File: src/rtl/player_input_decoder.sv
// Decodes PS/2 scan codes and debounced shake sensors into per-player one-cycle key events.
// Latency: key event one cycle after the strobe; shake event DEBOUNCE_CYCLES+3 cycles after a clean rise.
// No backpressure: every strobe is consumed; a shake colliding with a key is deferred one cycle.
module player_input_decoder #(
  parameter int DEBOUNCE_CYCLES = 100000,
  parameter int CNT_W           = 17
) (
  input  logic       clock,
  input  logic       resetn,
  input  logic [7:0] ps2_key_data,
  input  logic       ps2_key_pressed,
  input  logic       shake1_in,
  input  logic       shake2_in,
  output logic       p1_key_pressed,
  output logic [7:0] p1_arrow,
  output logic       p2_key_pressed,
  output logic [7:0] p2_arrow
);

  localparam logic [1:0] ST_IDLE      = 2'd0;
  localparam logic [1:0] ST_EXT       = 2'd1;
  localparam logic [1:0] ST_BREAK     = 2'd2;
  localparam logic [1:0] ST_EXT_BREAK = 2'd3;

  localparam logic [7:0] SC_EXT   = 8'hE0;
  localparam logic [7:0] SC_BREAK = 8'hF0;

  localparam logic [2:0]       CODE_SHAKE = 3'd5;
  localparam logic [CNT_W-1:0] DEB_LIMIT  = CNT_W'(DEBOUNCE_CYCLES);

  // Returns {hit, key index}. Index bit 2 selects the player, bits 1:0 the
  // direction (up, left, down, right). Player 1 keys only exist unextended.
  function automatic logic [3:0] key_lookup(input logic [7:0] code, input logic ext);
    logic [3:0] r;
    r = 4'b0000;
    case (code)
      8'h1D:   r = {~ext, 3'd0};
      8'h1C:   r = {~ext, 3'd1};
      8'h1B:   r = {~ext, 3'd2};
      8'h23:   r = {~ext, 3'd3};
      8'h75:   r = {1'b1, 3'd4};
      8'h6B:   r = {1'b1, 3'd5};
      8'h72:   r = {1'b1, 3'd6};
      8'h74:   r = {1'b1, 3'd7};
      default: r = 4'b0000;
    endcase
    return r;
  endfunction

  logic [1:0]            state_q, state_d;
  logic [7:0]            held_q, held_d;
  logic [1:0]            sync_a_q, sync_a_d;
  logic [1:0]            sync_b_q, sync_b_d;
  logic [1:0]            deb_q, deb_d;
  logic [1:0][CNT_W-1:0] cnt_q, cnt_d;
  logic [1:0]            pend_q, pend_d;
  logic [1:0]            pulse_q, pulse_d;
  logic [1:0][2:0]       arrow_q, arrow_d;

  logic                  is_make;
  logic                  is_release;
  logic [3:0]            lk;
  logic [1:0]            key_evt;
  logic [1:0][2:0]       key_code;
  logic [1:0]            shake_evt;
  logic [1:0]            shake_raw;

  assign shake_raw = {shake2_in, shake1_in};

  // Scan-code sequencer: tracks E0/F0 prefixes, held flags suppress typematic repeats.
  always_comb begin
    state_d    = state_q;
    held_d     = held_q;
    is_make    = 1'b0;
    is_release = 1'b0;
    lk         = 4'b0000;
    key_evt    = 2'b00;
    key_code   = '0;
    if (ps2_key_pressed) begin
      case (state_q)
        ST_IDLE: begin
          if (ps2_key_data == SC_EXT) begin
            state_d = ST_EXT;
          end else if (ps2_key_data == SC_BREAK) begin
            state_d = ST_BREAK;
          end else begin
            lk      = key_lookup(ps2_key_data, 1'b0);
            is_make = 1'b1;
          end
        end
        ST_EXT: begin
          if (ps2_key_data == SC_BREAK) begin
            state_d = ST_EXT_BREAK;
          end else begin
            lk      = key_lookup(ps2_key_data, 1'b1);
            is_make = 1'b1;
            state_d = ST_IDLE;
          end
        end
        ST_BREAK: begin
          lk         = key_lookup(ps2_key_data, 1'b0);
          is_release = 1'b1;
          state_d    = ST_IDLE;
        end
        default: begin
          lk         = key_lookup(ps2_key_data, 1'b1);
          is_release = 1'b1;
          state_d    = ST_IDLE;
        end
      endcase
    end
    if (is_make && lk[3] && !held_q[lk[2:0]]) begin
      held_d[lk[2:0]]  = 1'b1;
      key_evt[lk[2]]   = 1'b1;
      key_code[lk[2]]  = {1'b0, lk[1:0]} + 3'd1;
    end
    if (is_release && lk[3]) begin
      held_d[lk[2:0]] = 1'b0;
    end
  end

  // Shake sensors: two-flop synchronizer, then a level must disagree for
  // DEBOUNCE_CYCLES consecutive cycles before it is accepted; only rises are events.
  always_comb begin
    sync_a_d  = shake_raw;
    sync_b_d  = sync_a_q;
    deb_d     = deb_q;
    cnt_d     = '0;
    shake_evt = 2'b00;
    for (int p = 0; p < 2; p++) begin
      if (sync_b_q[p] != deb_q[p]) begin
        if (cnt_q[p] == DEB_LIMIT) begin
          deb_d[p]     = ~deb_q[p];
          shake_evt[p] = ~deb_q[p];
        end else begin
          cnt_d[p] = cnt_q[p] + CNT_W'(1);
        end
      end
    end
  end

  // Per-player output arbitration: key wins a collision, shake waits one cycle in pend.
  always_comb begin
    pulse_d = 2'b00;
    arrow_d = arrow_q;
    pend_d  = pend_q;
    for (int p = 0; p < 2; p++) begin
      if (key_evt[p]) begin
        pulse_d[p] = 1'b1;
        arrow_d[p] = key_code[p];
        pend_d[p]  = pend_q[p] | shake_evt[p];
      end else if (pend_q[p] || shake_evt[p]) begin
        pulse_d[p] = 1'b1;
        arrow_d[p] = CODE_SHAKE;
        pend_d[p]  = 1'b0;
      end
    end
  end

  // State registers.
  always_ff @(posedge clock or negedge resetn) begin
    if (!resetn) begin
      state_q  <= ST_IDLE;
      held_q   <= '0;
      sync_a_q <= '0;
      sync_b_q <= '0;
      deb_q    <= '0;
      cnt_q    <= '0;
      pend_q   <= '0;
      pulse_q  <= '0;
      arrow_q  <= '0;
    end else begin
      state_q  <= state_d;
      held_q   <= held_d;
      sync_a_q <= sync_a_d;
      sync_b_q <= sync_b_d;
      deb_q    <= deb_d;
      cnt_q    <= cnt_d;
      pend_q   <= pend_d;
      pulse_q  <= pulse_d;
      arrow_q  <= arrow_d;
    end
  end

  assign p1_key_pressed = pulse_q[0];
  assign p1_arrow       = {5'b00000, arrow_q[0]};
  assign p2_key_pressed = pulse_q[1];
  assign p2_arrow       = {5'b00000, arrow_q[1]};

endmodule

File: config.mk
export PLATFORM = sky130hd
export DESIGN_NAME = player_input_decoder
export DESIGN_NICKNAME = d
export VERILOG_FILES = /design/src/rtl/player_input_decoder.sv
export SDC_FILE = /design/constraint.sdc
export NUM_CORES = 1
export LEC_CHECK = 0
export CAP_MARGIN = 10
export CORE_MARGIN = 10
export CORE_UTILIZATION = 25
export CTS_CLUSTER_DIAMETER = 150
export DETAILED_ROUTE_END_ITERATION = 12
export HOLD_SLACK_MARGIN = 0.1
export SETUP_SLACK_MARGIN = 0.5
export SYNTH_ARGS = -nofsm -noshare
export SYNTH_HDL_FRONTEND = slang
export SYNTH_SLANG_ARGS = --single-unit
File: constraint.sdc
create_clock -name clock -period 2.6 [get_ports clock]
set_clock_uncertainty 0.15 [all_clocks]
set_input_delay 0.52 -clock clock [delete_from_list [all_inputs] [get_ports clock]]
set_output_delay 0.52 -clock clock [all_outputs]
set_load 0.05 [all_outputs]
==> impl_summary.log <==
[metrics] DIE HEIGHT: 133 µm
[metrics] setup slack after layout: 267 ps
[metrics] count of warnings emitted by yosys: 0
[metrics] #FFs+latches synth: 60
[metrics] cell chain of the critical path: buf_6, buf_6, or4b_4, o21ai_4, mux2i_2, o211a_4, o2111ai_4, buf_6, buf_4, a21oi_2
[metrics] vias: 2,488
[metrics] final hold violations: 0
[metrics] number of CTS-inserted buffers: 9
[metrics] achievable frequency: 429 MHz
[metrics] crit path max-delay cell type: sky130_fd_sc_hd__or4b_4
[metrics] highest fanout seen on the critical path: 7
[metrics] die width: 133 µm
[metrics] placed cells: 534
[metrics] Filler cells: 1,257
[metrics] power density of the placed cells: 548 mW/mm²
[metrics] global-route wire length before repair: 12,100 µm
[metrics] final weighted congestion of routability-driven global placement: 0.834
[metrics] startpoint of the most critical setup path: ps2_key_data[7]
[metrics] crit path time final: 2330 ps
[metrics] Avg Cell Area, Syn: 10.1 µm²
[metrics] clock net sink count: 60
[metrics] headroom to the max-slew limit: 54.5%
[metrics] critical path endpoint category: register
[metrics] setup violation total in the final timing report: 0
[metrics] post-route non-filler standard cell count: 563
[metrics] Arrival @ worst endpoint: 2430 ps
[metrics] most instantiated library cell after synthesis: sky130_fd_sc_hd__dfrtp_1
[metrics] Synth area leaders: sky130_fd_sc_hd__dfrtp_1 47%, sky130_fd_sc_hd__xor2_1 5.5%, sky130_fd_sc_hd__nor2_1 5.4%
[metrics] grt ovf: 0
[metrics] synthesized instance count: 318
[metrics] most frequent cell on the critical path: sky130_fd_sc_hd__buf_6
[metrics] Detailed Routing Iterations Pass 1: 4
[metrics] number of routed nets with antenna violations: 0
[metrics] Synth top area share: 46.9%
[metrics] share of synthesized area occupied by flip-flops and latches: 46.9%
[metrics] post-DR wirelength/cell: 12.8 µm
[metrics] number of antenna violations at the first check in global routing: 0
[metrics] RSZ-0062 raised after global routing: yes
[metrics] post-layout power: 2.44 mW
[metrics] post-detailed-routing wire length: 7180 µm
[metrics] clock-pin slew of the registers on the worst-case setup and hold paths: 50 ps
[metrics] Final Max Slew Viols: 0
[metrics] hold buffers post-CTS: 0
[metrics] top flip-flop cell by instance count after synthesis: sky130_fd_sc_hd__dfrtp_1
[metrics] worst ir drop on vdd: 0.359 mV
[metrics] die area: 0.0177 mm²
[metrics] delay of the slowest cell on the worst path: 490 ps
[metrics] final core utilization: 35.5%
[metrics] synth cell count leaders: 60 x sky130_fd_sc_hd__dfrtp_1, 46 x sky130_fd_sc_hd__nor2_1, 23 x sky130_fd_sc_hd__nand2_1
[metrics] via count of the first global-routing pass: 2,546
[metrics] clock latency on the worst-skew pair: 320 ps
[metrics] Site Rows: 41
[metrics] layout-stage area growth over the synthesis result: 39.3%
[metrics] root buffer cell: sky130_fd_sc_hd__clkbuf_16
[metrics] IO Port Bufs: 20
[metrics] Unique masters post-synth: 50
[metrics] CTS tree: done
[metrics] iteration-0 DRC count of the detailed router: 158
[metrics] leakage power: 1.95 nW
[metrics] worst r2r src: cnt_q[0]
[metrics] effective utilization at floorplan: 25.5%
[metrics] EDFF count, synth: 0
[metrics] Clock Tree Buf Depth: 2
[metrics] Worst-Margin Slew: 683 ps
[metrics] result of the run: finished clean
[metrics] setup slack at placement: -556 ps
[metrics] final worst-path cycle share: 89.7%
[metrics] net total in the final layout: 404
[metrics] largest net degree at the start of global routing: 33
[metrics] startpoint class of the critical path: primary input
[metrics] placed wire-length estimate after detailed placement: 5030 µm
[metrics] global routing usage summed across all routing layers: 8.15%
[metrics] FFs w/ async S/R, synth: 100%
[metrics] CP Class: primary input to register
[metrics] number of remaining DRC errors: 0
[metrics] number of top-level pins: 31
[metrics] routed via count divided by cell count: 4.42
[metrics] number of H-tree levels: 3
[metrics] library cell occupying the most area in the post-synthesis netlist: sky130_fd_sc_hd__dfrtp_1
[metrics] diodes inserted: 0
[metrics] Critical Path RT: 2700 ps
[metrics] type of the tightest min-delay check: primary input to async pin
[metrics] sum of negative setup slack: 0 ps
[metrics] placeable core area: 0.0126 mm²
[metrics] max-cap violations: 0
[metrics] cell area after synthesis: 0.00320 mm²
[metrics] share of cells above drive strength 1: 29.9%
state kept, by name, indices dropped and copies added (netlist names):
signal	count
state_q	2
held_q	8
pulse_q	2
pend_q	2
deb_q	2
p2_arrow	3
sync_b_q	2
p1_arrow	3
sync_a_q	2
cnt_q	34
critical path: cells and delay by family:
| kind | cells | cell delay [ps] |
|---|---|---|
| buffers and inverters | 4 | 500 |
| and+or+nand+nor | 1 | 490 |
| AOI/OAI and AO/OA | 4 | 660 |
| muxes | 1 | 260 |
final timing paths:
kind | cells after the start | end | slack [ps]
setup / recovery | 10 | held_q[6] | 270
hold / removal | 1 | cnt_q[23] | 90
setup reg to reg | 9 | p1_arrow[1] | 550
hold reg to reg | 0 | sync_b_q[1] | 200
max in group asynchronous | 2 | deb_q[0] | 1610
min in group clock | 0 | sync_b_q[1] | 200
metrics by stage:
step                hold slack (ps)  area (µm²)
floorplan                      74.4        3270
global placement                186        3810
detailed placement              187        3810
CTS                             116        4300
global route                    145        4460
finish                         87.4        4460
cells in the final DEF (no fill, tap or decap), drive strengths merged, types with 4 or more instances in the layout:
master       synthesis  final
clkbuf               3     10
and3                13     13
inv                 15     15
mux2i                9      9
dlygate4sd2          0      8
nand2               23     23
a21oi               10     10
nor4                 4      4
ha                   5      5
clkinv               0      4
dfrtp               60     60
buf                 12     51
conb                 1     10
xor2                20     20
mux2                 5      5
nand4                6      6
xnor2               13     13
nor3                 8      8
or3                  4      4
o21ai                7      7
nand3               18     18
nor2                46     46
final cells by class:
class | count | area, µm² | area share [%]
multi-input combinational | 237 | 1790 | 40.2
clock inverter | 7 | 91.3 | 2.05
tap | 172 | 215 | 4.83
inverter | 15 | 56.3 | 1.26
sequential | 60 | 1500 | 33.7
timing repair buffer | 63 | 574 | 12.9
clock buffer | 9 | 225 | 5.05
report_power, final:
part | switching (mW) | total (mW) | internal, mW
logic | 0.137 | 0.224 | 0.0879
registers | 0.0162 | 0.971 | 0.954
clock network | 0.416 | 1.25 | 0.834
total | 0.568 | 2.44 | 1.88
cell families after synthesis:
group / synth area share (%)
simple gates: 24.5
fa+ha+maj: 1.96
other cells: 0.117
flops: 46.9
compound gates: 7.82
xor+xnor: 9.03
buf+inv: 4.97
mux: 4.69
what timing repair did:
action | in CTS | in global routing
buffers inserted | 7 | 6
endpoints found under the setup margin | 28 | 26
pin swaps | 18 | 16
resized for setup | 75 | 31
metal layers:
layer / GRT usage (%) / part of all wire (%)
met1: 9.93 / 45
met2: 13.2 / 50
met3: 2.78 / 4.0
met4: 2.66 / 1.3
met5: 0 / 0
Note: power is estimated with default switching activity, not from simulation.
